$ cat config.mk
export PLATFORM = sky130hd
export DESIGN_NAME = sg_bist_ctrl_flat
export DESIGN_NICKNAME = d
export VERILOG_FILES = /design/src/rtl/sg_bist_pkg.sv /design/src/rtl/sg_bist_ctrl_if.sv /design/src/rtl/sg_lfsr_step.sv /design/src/rtl/sg_bist_ctrl.sv /design/src/flat_wrapper.sv
export SDC_FILE = /design/constraint.sdc
export NUM_CORES = 1
export LEC_CHECK = 0
export ABC_AREA = 1
export CAP_MARGIN = 10
export CORE_UTILIZATION = 30
export DETAILED_ROUTE_END_ITERATION = 10
export GPL_TIMING_DRIVEN = 0
export PLACE_DENSITY = 0.58
export SLEW_MARGIN = 10
export SYNTH_ARGS = -nofsm -noshare
export SYNTH_HDL_FRONTEND = slang
export SYNTH_SLANG_ARGS = --single-unit
$ cat constraint.sdc
create_clock -name CP -period 1.4 [get_ports CP]
set_input_delay 0.28 -clock CP [delete_from_list [all_inputs] [get_ports CP]]
set_output_delay 0.28 -clock CP [all_outputs]
set_load 0.02 [all_outputs]
$ cat src/rtl/sg_bist_pkg.sv
//------------------------------------------------------------------------------
// Module   : sg_bist_pkg
// Purpose  : Shared definitions for the sg BIST controller: FSM state
//            encoding, LFSR/MISR tap mask, default LFSR seed, popcount helper.
// Ports    : none (package)
// Options  : SG_BIST_TOGGLE_CNT_EN (popcount helper is used only then)
// Revision : 1.0 - initial release
//------------------------------------------------------------------------------
`default_nettype none

package sg_bist_pkg;

  // Controller states
  typedef enum logic [1:0] {
    ST_IDLE  = 2'd0,
    ST_RUN   = 2'd1,
    ST_DRAIN = 2'd2,
    ST_FIN   = 2'd3
  } sg_bist_state_e;

  // x^16 + x^14 + x^13 + x^11 + 1, left-shifting Fibonacci form:
  // feedback = s[15] ^ s[13] ^ s[12] ^ s[10]
  localparam logic [15:0] C_LFSR_TAPS    = 16'hB400;
  localparam logic [15:0] C_DEFAULT_SEED = 16'hACE1;

  function automatic logic [4:0] popcount16(input logic [15:0] v);
    logic [4:0] n;
    n = 5'd0;
    for (int i = 0; i < 16; i++) begin
      n = n + {4'd0, v[i]};
    end
    return n;
  endfunction

endpackage

`default_nettype wire

$ cat src/rtl/sg_bist_ctrl_if.sv
//------------------------------------------------------------------------------
// Module   : sg_bist_ctrl_if
// Purpose  : Request/response bundle between a BIST requester / cell under
//            test and the sg BIST controller.
// Signals  : START, NVEC      - run request and vector count
//            STIM, RESP       - stimulus to / response from the cell
//            BUSY, DONE, SIG  - status and MISR signature
//            TCNT             - response toggle count (SG_BIST_TOGGLE_CNT_EN)
// Modports : master - requester side, slave - controller side
// Options  : SG_BIST_TOGGLE_CNT_EN adds TCNT
// Revision : 1.0 - initial release
//------------------------------------------------------------------------------
`default_nettype none

interface sg_bist_ctrl_if #(
  parameter int STIM_W = 8,
  parameter int RESP_W = 8
);
  logic              START;
  logic [15:0]       NVEC;
  logic [STIM_W-1:0] STIM;
  logic [RESP_W-1:0] RESP;
  logic              BUSY;
  logic              DONE;
  logic [15:0]       SIG;
`ifdef SG_BIST_TOGGLE_CNT_EN
  logic [15:0]       TCNT;
`endif

`ifdef SG_BIST_TOGGLE_CNT_EN
  modport master (output START, NVEC, RESP, input STIM, BUSY, DONE, SIG, TCNT);
  modport slave  (input START, NVEC, RESP, output STIM, BUSY, DONE, SIG, TCNT);
`else
  modport master (output START, NVEC, RESP, input STIM, BUSY, DONE, SIG);
  modport slave  (input START, NVEC, RESP, output STIM, BUSY, DONE, SIG);
`endif
endinterface

`default_nettype wire

$ cat src/rtl/sg_lfsr_step.sv
//------------------------------------------------------------------------------
// Module   : sg_lfsr_step
// Purpose  : Combinational one-step advance of a 16-bit left-shifting
//            Fibonacci LFSR; feedback (XOR of tapped bits) enters bit 0.
// Ports    : i_state - current register value
//            o_next  - value after one shift
// Revision : 1.0 - initial release
//------------------------------------------------------------------------------
`default_nettype none

module sg_lfsr_step
  import sg_bist_pkg::*;
#(
  parameter logic [15:0] TAPS = C_LFSR_TAPS
) (
  input  logic [15:0] i_state,
  output logic [15:0] o_next
);

  assign o_next = {i_state[14:0], ^(i_state & TAPS)};

endmodule

`default_nettype wire

$ cat src/rtl/sg_bist_ctrl.sv
//------------------------------------------------------------------------------
// Module   : sg_bist_ctrl
// Purpose  : BIST controller for an sg cell. On START it drives NVEC
//            pseudo-random vectors from an LFSR, compacts the returned
//            responses (one cycle late) into a MISR and publishes the
//            signature on SIG with a one-cycle DONE pulse.
// Ports    : CP   - clock, rising edge
//            RST  - synchronous active-high reset
//            bus  - sg_bist_ctrl_if.slave (START, NVEC, RESP in;
//                   STIM, BUSY, DONE, SIG [, TCNT] out)
// Options  : SG_BIST_TOGGLE_CNT_EN - adds TCNT, a saturating count of RESP
//            bit toggles over the capture window
// Notes    : STIM_W up to 16 carries LFSR bits; wider buses are zero-padded.
//            RESP_W must not exceed 16.
// Revision : 1.0 - initial release
//------------------------------------------------------------------------------
`default_nettype none

module sg_bist_ctrl
  import sg_bist_pkg::*;
#(
  parameter int          STIM_W = 8,
  parameter int          RESP_W = 8,
  parameter logic [15:0] SEED   = C_DEFAULT_SEED
) (
  input  logic           CP,
  input  logic           RST,
  sg_bist_ctrl_if.slave  bus
);

  localparam logic [1:0] S_IDLE  = ST_IDLE;
  localparam logic [1:0] S_RUN   = ST_RUN;
  localparam logic [1:0] S_DRAIN = ST_DRAIN;
  localparam logic [1:0] S_FIN   = ST_FIN;

  logic [1:0]  r_state;
  logic [15:0] r_lfsr;
  logic [15:0] r_misr;
  logic [15:0] r_sig;
  logic [15:0] r_cnt;
  // High in every cycle that follows a RUN cycle: that is exactly when the
  // response to the previous vector is on RESP (RUN minus its first cycle,
  // plus DRAIN).
  logic        r_cap;

  logic [15:0] w_lfsr_nxt;
  logic [15:0] w_misr_step;
  logic [15:0] w_misr_nxt;
  logic [15:0] w_resp_ext;

  assign w_resp_ext = 16'(bus.RESP);
  assign w_misr_nxt = w_misr_step ^ w_resp_ext;

  sg_lfsr_step #(.TAPS(C_LFSR_TAPS)) u_lfsr_step (
    .i_state (r_lfsr),
    .o_next  (w_lfsr_nxt)
  );

  sg_lfsr_step #(.TAPS(C_LFSR_TAPS)) u_misr_step (
    .i_state (r_misr),
    .o_next  (w_misr_step)
  );

  always_ff @(posedge CP) begin
    if (RST) begin
      r_state <= S_IDLE;
      r_lfsr  <= SEED;
      r_misr  <= 16'd0;
      r_sig   <= 16'd0;
      r_cnt   <= 16'd0;
      r_cap   <= 1'b0;
    end else begin
      r_cap <= (r_state == S_RUN);
      case (r_state)
        S_IDLE: begin
          if (bus.START) begin
            r_lfsr  <= SEED;
            r_misr  <= 16'd0;
            r_sig   <= 16'd0;
            r_cnt   <= bus.NVEC;
            // A zero-length run skips straight to the completion pulse.
            r_state <= (bus.NVEC == 16'd0) ? S_FIN : S_RUN;
          end
        end
        S_RUN: begin
          r_lfsr <= w_lfsr_nxt;
          r_cnt  <= r_cnt - 16'd1;
          if (r_cap) begin
            r_misr <= w_misr_nxt;
          end
          if (r_cnt == 16'd1) begin
            r_state <= S_DRAIN;
          end
        end
        S_DRAIN: begin
          // Last response arrives here; fold it and publish in one step.
          r_misr  <= w_misr_nxt;
          r_sig   <= w_misr_nxt;
          r_state <= S_FIN;
        end
        S_FIN: begin
          r_state <= S_IDLE;
        end
        default: begin
          r_state <= S_IDLE;
        end
      endcase
    end
  end

  assign bus.STIM = (r_state == S_RUN) ? STIM_W'(r_lfsr) : '0;
  assign bus.BUSY = (r_state == S_RUN) || (r_state == S_DRAIN);
  assign bus.DONE = (r_state == S_FIN);
  assign bus.SIG  = r_sig;

`ifdef SG_BIST_TOGGLE_CNT_EN
  logic [15:0] r_resp_prev;
  logic [15:0] r_tcnt;
  logic [4:0]  w_tog;
  logic [16:0] w_tsum;

  assign w_tog  = popcount16(w_resp_ext ^ r_resp_prev);
  assign w_tsum = {1'b0, r_tcnt} + 17'(w_tog);

  always_ff @(posedge CP) begin
    if (RST) begin
      r_resp_prev <= 16'd0;
      r_tcnt      <= 16'd0;
    end else begin
      r_resp_prev <= w_resp_ext;
      if ((r_state == S_IDLE) && bus.START) begin
        r_tcnt <= 16'd0;
      end else if (r_cap) begin
        r_tcnt <= w_tsum[16] ? 16'hFFFF : w_tsum[15:0];
      end
    end
  end

  assign bus.TCNT = r_tcnt;
`endif

endmodule

`default_nettype wire

$ cat src/flat_wrapper.sv
// flat-port wrapper written by rule: the top's interface ports become plain ports
module sg_bist_ctrl_flat import sg_bist_pkg::*;
#(
  parameter int          STIM_W = 8,
  parameter int          RESP_W = 8,
  parameter logic [15:0] SEED   = C_DEFAULT_SEED
)
  (CP, RST, bus_START, bus_NVEC, bus_RESP, bus_STIM, bus_BUSY, bus_DONE, bus_SIG);
  sg_bist_ctrl_if #(.STIM_W(STIM_W), .RESP_W(RESP_W)) bus_i ();
  input  logic CP;
  input  logic RST;
  input wire logic [$bits(bus_i.START)-1:0] bus_START;
  input wire logic [$bits(bus_i.NVEC)-1:0] bus_NVEC;
  input wire logic [$bits(bus_i.RESP)-1:0] bus_RESP;
  output wire logic [$bits(bus_i.STIM)-1:0] bus_STIM;
  output wire logic [$bits(bus_i.BUSY)-1:0] bus_BUSY;
  output wire logic [$bits(bus_i.DONE)-1:0] bus_DONE;
  output wire logic [$bits(bus_i.SIG)-1:0] bus_SIG;
  assign bus_i.START = bus_START;
  assign bus_i.NVEC = bus_NVEC;
  assign bus_i.RESP = bus_RESP;
  assign bus_STIM = bus_i.STIM;
  assign bus_BUSY = bus_i.BUSY;
  assign bus_DONE = bus_i.DONE;
  assign bus_SIG = bus_i.SIG;
  sg_bist_ctrl #(.STIM_W(STIM_W), .RESP_W(RESP_W), .SEED(SEED)) u_core (.CP(CP), .RST(RST), .bus(bus_i));
endmodule
==> out/qor.csv, run 1 <==
stage,metric,value,unit
setup_path,cells along the critical path,"inv_4, ha_4, buf_8, o21ai_2, nand2_2, nor2_4, buf_6, nand2_1, a21oi_1",
setup_path,critical path capture point type,flip-flop,
timing,min cycle time layout,1.60,ns
setup_path,Crit. Startpoint,u_core.r_state[1],
power,Pwr Total,0.0101,W
setup_path,crit path DAT,1.88,ns
floorplanning,die footprint,11000,sq um
logic_synthesis,area fraction in compound gates after synthesis,14.2,%
timing,setup TNS,-8.72,ns
setup_path,worst endpoint required time,1.68,ns
timing,Final Skew,0.0120,ns
logic_synthesis,Synth cell types,28,
floorplanning,Core ar.,10300,sq um
global_routing,largest net degree at the start of global routing,14,
setup_path,Crit path depth,9,
layout,"most common cell after layout, fill and taps aside",nand2_1,
global_routing,antenna violations before repair,0,
timing,period utilization,114,%
clocking,CTS H-Tree Depth,3,
floorplanning,Rows,37,
global_routing,first-pass GRT wire length,14.9,mm
clocking,CTS max path bufs,2,
routing,routed vias,3333,
layout,most frequent cells in the layout,"nand2_1 (122), dfxtp_1 (64), inv_1 (36)",
power,Leak,2.15,nW
routing,Iter 0 DRT Violations,102,
routing,DRC viols,0,
power,power per cell area,2030,nW/um^2
floorplanning,Vert. Die Dim,105,um
placement,gpl congestion,0.800,
timing,Peak Freq,625,MHz
worst_hold_path,HP Class,input port to flip-flop,
logic_synthesis,Synth Area in XOR/XNOR,3.02,%
layout,nets@finish,596,
setup_path,Critical R2R Capture,u_core.r_misr[12],
logic_synthesis,syn nets,497,
power,Max VDD drop,0.860,mV
setup_path,register-to-register setup slack,-0.20,ns
clocking,clock sink count,67,
global_routing,vias in the first global route,3236,
logic_synthesis,synth warn,0,
timing,RSZ-0062 raised after global routing,yes,
layout,fraction of layout cells with a size suffix above 1,33.6,%
logic_synthesis,Post-Syn Area,3190,sq um
placement,I/O Buffers,51,
setup_path,Worst Setup EP,u_core.r_misr[12],
setup_path,crit path max fanout,6,
logic_synthesis,Post-Synth Adder-Cell Area,2.35,%
outcome,outcome,"complete, but fails checks",
logic_synthesis,cell count after synthesis,464,
setup_path,CP max-delay cell,dfxtp_4,
clocking,TritonCTS clock tree,done,
timing,final setup margin,-0.201,ns
timing,Hold Slack,0.288,ns
timing,Max Slew Vio Count,0,
outcome,failing checks,negative setup slack,
setup_path,"delay-heaviest family, CP",simple AND/OR/NAND/NOR gates,
logic_synthesis,Syn Area/Cell,6.87,sq um
clocking,clock-pin slew on the worst setup and hold paths,0.08,ns
timing,Rel. slew slack,54.8,%
timing,"Hold Vio Cnt, Final",0,
setup_path,cells on worst reg2reg path,9,
floorplanning,I/O pins,53,
global_routing,grt ovf,0,
logic_synthesis,sequential element share of the synthesized area,42.1,%
clocking,CTS Buf Count,9,
layout,# diodes,0,
clocking,Skew-Pair Late Insertion Delay,0.35,ns
global_routing,total track usage,16.7,%
routing,Detail Route Antenna Nets,0,
logic_synthesis,simple-gate portion of the synthesized area,29.9,%
clocking,Hold Buf Count CTS,0,
run,number of max-cap violations,0,
routing,DR WL/cell,12.8,um
setup_path,Worst R2R Start,u_core.r_state[1],
layout,Area growth syn-to-layout,56.6,%
routing,Via-to-Cell Ratio,4.73,
floorplanning,Starting Density,30.9,%
placement,HPWL Detailed,5.79,mm
setup_path,max incr delay on CP,0.37,ns
timing,final count of negative-setup-slack endpoints,73,
floorplanning,Chip Width,105,um
setup_path,Worst Setup Path Type,flip-flop to flip-flop,
setup_path,crit path buf inv count,3,
timing,Worst-Margin Slew,0.678,ns
routing,DRT Pass-1 Iters,4,
clocking,Root Driver,clkbuf_8,
logic_synthesis,Seq cells post-synth,67,
logic_synthesis,post-synthesis mux area share,0,%
logic_synthesis,largest family of logic cells by synthesized area,simple AND/OR/NAND/NOR gates,
setup_path,Worst Setup Start Kind,flip-flop,
routing,final wirelength,9.04,mm
==> cell usage after synthesis <==
master	instances	area, sq um
clkbuf_1	5	18.8
inv_2	3	11.3
buf_2	6	30.0
xnor2_1	3	26.3
nor2_1	41	154
o22ai_1	1	6.26
o21ai_1	3	15.0
a32o_1	7	70.1
nand2_1	151	567
buf_4	2	15.0
nand2_2	3	18.8
ha_1	6	75.1
buf_6	1	11.3
nand3b_1	2	15.0
nor2_2	2	12.5
clkbuf_2	1	5.00
or2_2	2	12.5
o21ai_0	24	120
nor3_1	2	10.0
nand3_1	26	130
dfxtp_1	67	1340
a21oi_1	44	220
inv_1	45	169
xor2_1	8	70.1
o211ai_1	3	22.5
clkinv_1	2	7.51
nand4_1	2	12.5
nor2_4	2	22.5
==> area by class of cell <==
| type | instances | area, sq um |
|---|---|---|
| Multi-Input combinational cell | 332 | 2010 |
| Inverter | 50 | 223 |
| Clock buffer | 9 | 124 |
| Clock inverter | 7 | 52.6 |
| Tap cell | 136 | 170 |
| Timing Repair Buffer | 90 | 953 |
| Sequential cell | 67 | 1350 |
| Buffer | 13 | 118 |
| Fill cell | 997 | 5330 |
==> how the worst min path moves through the flow <==
stage / startpoint / to / slack (ns) / cells past startpoint
final: RST / u_core.r_misr[0] / 0.29 / 2
after global routing: RST / u_core.r_misr[0] / 0.29 / 2
after CTS: RST / u_core.r_misr[0] / 0.29 / 2
after detailed placement: u_core.bus.SIG[7] / u_core.bus.SIG[7] / 0.45 / 2
after global placement: u_core.r_lfsr[11] / u_core.r_lfsr[11] / 0.45 / 2
after floorplan: u_core.r_lfsr[11] / u_core.r_lfsr[11] / 0.43 / 2
==> flip-flops by register name, summed over array words and instances, names as in the netlist <==
register / cells
u_core.r_cnt: 16
u_core.r_misr: 16
u_core.bus.SIG: 16
u_core.r_state: 2
u_core.r_lfsr: 16
u_core.r_cap: 1
==> metal layers <==
metal  up-vias  track usage (%)  share of wire (%)
met5         -                0                  0
met1      1560             20.1                 44
met4         0             5.23                2.1
met3        19             4.18                4.1
li1       1687                -                  -
met2        67             29.2                 50
==> power by group <==
| group | internal (W) | switching (W) |
|---|---|---|
| clock network | 0.000650 | 0.000810 |
| logic | 0.00257 | 0.00324 |
| registers | 0.00239 | 0.000453 |
==> through the flow <==
stage               instance area (sq um)  setup slack [ns]  cells  util, %
finish                               5000            -0.201    704     48.4
global route                         5000            -0.294    704     48.4
CTS                                  4500            -0.220    691     43.6
detailed placement                   3910            -0.659    651     37.9
global placement                     3910            -0.638    651     37.9
floorplan                            3230           -0.0388    464        -
==> repair_timing <==
action	in CTS	in global routing
setup endpoints to repair	92	76
setup buffers	19	14
endpoints found under the hold margin	0	0
gates cloned	5	2
gates resized for setup	141	132
pin swaps	12	18
==> cells by family after synthesis <==
group	Yosys count
AND/OR/NAND/NOR	233
AO/OA/AOI/OAI	82
adder cells (fa/ha/maj)	6
flip-flops	67
buffers and inverters	65
XOR/XNOR	11
(Power assumes the default switching activity.)
==> inputs of run 2 (changes only) <==
Settings changed: CAP_MARGIN 10 to unset.
==> results of run 2 <==
No change in the layout: final DEF, timing and power equal those of run 1.
==> edit, RTL diff (flow settings as in run 2) <==
`STIM_W` is set to 8 in 3 places; all go to 12.
--- a/src/rtl/sg_bist_ctrl_if.sv
+++ b/src/rtl/sg_bist_ctrl_if.sv
@@ -15,3 +15,3 @@
 interface sg_bist_ctrl_if #(
-  parameter int STIM_W = 8,
+  parameter int STIM_W = 12,
   parameter int RESP_W = 8
--- a/src/rtl/sg_bist_ctrl.sv
+++ b/src/rtl/sg_bist_ctrl.sv
@@ -21,3 +21,3 @@
 #(
-  parameter int          STIM_W = 8,
+  parameter int          STIM_W = 12,
   parameter int          RESP_W = 8,
--- a/src/flat_wrapper.sv
+++ b/src/flat_wrapper.sv
@@ -3,3 +3,3 @@
 #(
-  parameter int          STIM_W = 8,
+  parameter int          STIM_W = 12,
   parameter int          RESP_W = 8,
Interface: changed (resized bus_STIM); port bits go from 53 to 57. No check against the original RTL was run, so the function may have changed too.
==> edit against run 2 <==
  * The run still ends with negative setup slack left
  * Synthesized cell count grew 5.0%
  * Final area grew 1.3%
  * Sequential cell count is the same
  * Worst setup slack lost 0.048 ns
  * Area after synthesis grew 3.7%
  * Global-route usage grew 0.38 points
  * First-iteration DRC count grew 63%
  * Power grew 18%
  * Die area grew 3.7%
  * Clock skew grew 0.0028 ns
  * Routed wire length grew 9.2%
==> edit: results <==
export IMPL_hp_class="in -> reg"
export IMPL_worstSkewPairLatency_ns=0.36
export IMPL_cts_root_buf="clkbuf_8"
export IMPL_outcome="complete, but fails checks"
export IMPL_netlist_top_cells_area="dfxtp_1 41%, nand2_1 18%, nor2_1 6.2%"
export IMPL_clkTransAtPathRegs_ns=0.09
export IMPL_p_int_mw=6.67
export IMPL_grt_pass1_wl_um=15400
export IMPL_ys_seq_area_share_pct=40.5
export IMPL_place_gp_congestion=0.844
export IMPL_drt_iter0_markers=166
export IMPL_place_hpwl_um=6220
export IMPL_clock_path_buffers=2
export IMPL_wl_um=9870
export IMPL_worst_pin_slew_ns=0.624
export IMPL_setup_tns_ns=-13.65
export IMPL_grt_usage_pct=17.1
export IMPL_cts_max_level=3
export IMPL_antenna_found_initial=0
export IMPL_critPathMaxStageDelay_ns=0.34
export IMPL_drive_gt1_share_pct=30.2
export IMPL_violations="negative setup slack"
export IMPL_nNetsFinal=625
export IMPL_skew_ns=0.0149
export IMPL_diodes=0
export IMPL_grt_pass1_vias=3330
export IMPL_ys_flop_type="dfxtp_1"
export IMPL_worst_slack_ns=-0.249
export IMPL_yosys_warnings=0
export IMPL_ir_worst_vdd_uv=888
export IMPL_finalSetupViolCount=79
export IMPL_synth_nets=520
export IMPL_synth_cell_types=29
export IMPL_crit_arrival_ns=1.94
export IMPL_first_pass_iters=6
export IMPL_crit_family="buffers and inverters"
export IMPL_worst_path_max_fanout=7
export IMPL_postSynth_asyncResetShare_pct=0
export IMPL_slowest_stage="dfxtp_2"
export IMPL_port_buffers=55
export IMPL_p_leak_nw=2.30
export IMPL_ys_top_cells_by_count="162 x nand2_1, 67 x dfxtp_1, 55 x nor2_1"
export IMPL_cts_made_buffers=9
export IMPL_viasPerCell=4.70
export IMPL_grt_max_degree=15
edit: changes by cell type in the layout (fill, tap and decap cells not counted), moves of 7 or more:
cell | run 2 | this run
nand2_1 | 122 | 139
o21ai_1 | 2 | 9
a21oi_2 | 26 | 17
nor2_1 | 32 | 50
inv_2 | 6 | 18
o21ai_2 | 19 | 11
edit: worst paths after layout:
| path | start | endpoint | slack [ns] | cells past startpoint |
|---|---|---|---|---|
| max | u_core.r_state[1] | u_core.r_cnt[13] | -0.25 | 10 |
| min | RST | u_core.bus.SIG[15] | 0.28 | 2 |
| max reg2reg | u_core.r_state[1] | u_core.r_cnt[13] | -0.25 | 10 |
| min reg2reg | u_core.r_lfsr[14] | u_core.r_lfsr[14] | 0.47 | 2 |
edit: worst register-to-register path, cell delays in order (launching register included):
cell	delay, ns
dfxtp_2	0.34
inv_2	0.05
ha_4	0.19
buf_6	0.13
buf_4	0.14
nand2_4	0.07
nand2_4	0.09
nor2_4	0.17
clkinv_4	0.13
clkbuf_16	0.19
o21ai_2	0.11
edit: repair_timing:
action,CTS,global route
hold buffers,0,0
setup buffers,28,6
endpoints found under the setup margin,94,80
pin swaps,32,13
gates cloned,4,3
gates resized for setup,176,72
edit: logic make-up after synthesis:
| group | Yosys count | synth area share (%) |
|---|---|---|
| xor gates and xnor gates | 10 | 2.65 |
| buffers and inverters | 70 | 9.12 |
| AOI/OAI and AO/OA | 79 | 13.1 |
| adders and majority gates | 6 | 2.27 |
| DFF | 67 | 40.5 |
| and+or+nand+nor | 255 | 32.3 |
edit: power by group through the flow:
stage	clock, mW	combinational (mW)	sequential, mW
after detailed placement	0	4.84	2.81
after global routing	2.00	7.95	2.88
after floorplan	0	3.54	2.75
after global placement	0	4.76	2.79
final	1.89	7.24	2.82
after CTS	1.93	6.22	2.77
edit: through the flow:
stage               std cells  worst slack [ns]  hold WS (ns)  util (%)  area (um^2)
global route              733            -0.314         0.289      48.2         5060
global placement          678            -0.772         0.436      38.6         4060
finish                    733            -0.249         0.279      48.2         5060
detailed placement        678            -0.794         0.445      38.6         4060
CTS                       725            -0.246         0.273      44.5         4680
floorplan                 487           -0.0638         0.423         -         3340
edit: layout make-up:
class / instances / area (um^2)
tap: 136 / 170
inverter: 54 / 210
multi-input combinational: 350 / 1950
timing repair buffer: 96 / 1010
fill: 1045 / 5450
clock inverter: 7 / 106
clock buffer: 9 / 124
sequential: 67 / 1350
buffer: 14 / 148
edit: per-layer routing:
metal  wire (um)  vias to the layer above  track usage, %
met5           0                        -               0
met4         123                        0            5.28
met3         573                       14            4.26
met2        4710                       99            28.2
met1        4470                     1579            21.9
li1            -                     1751               -
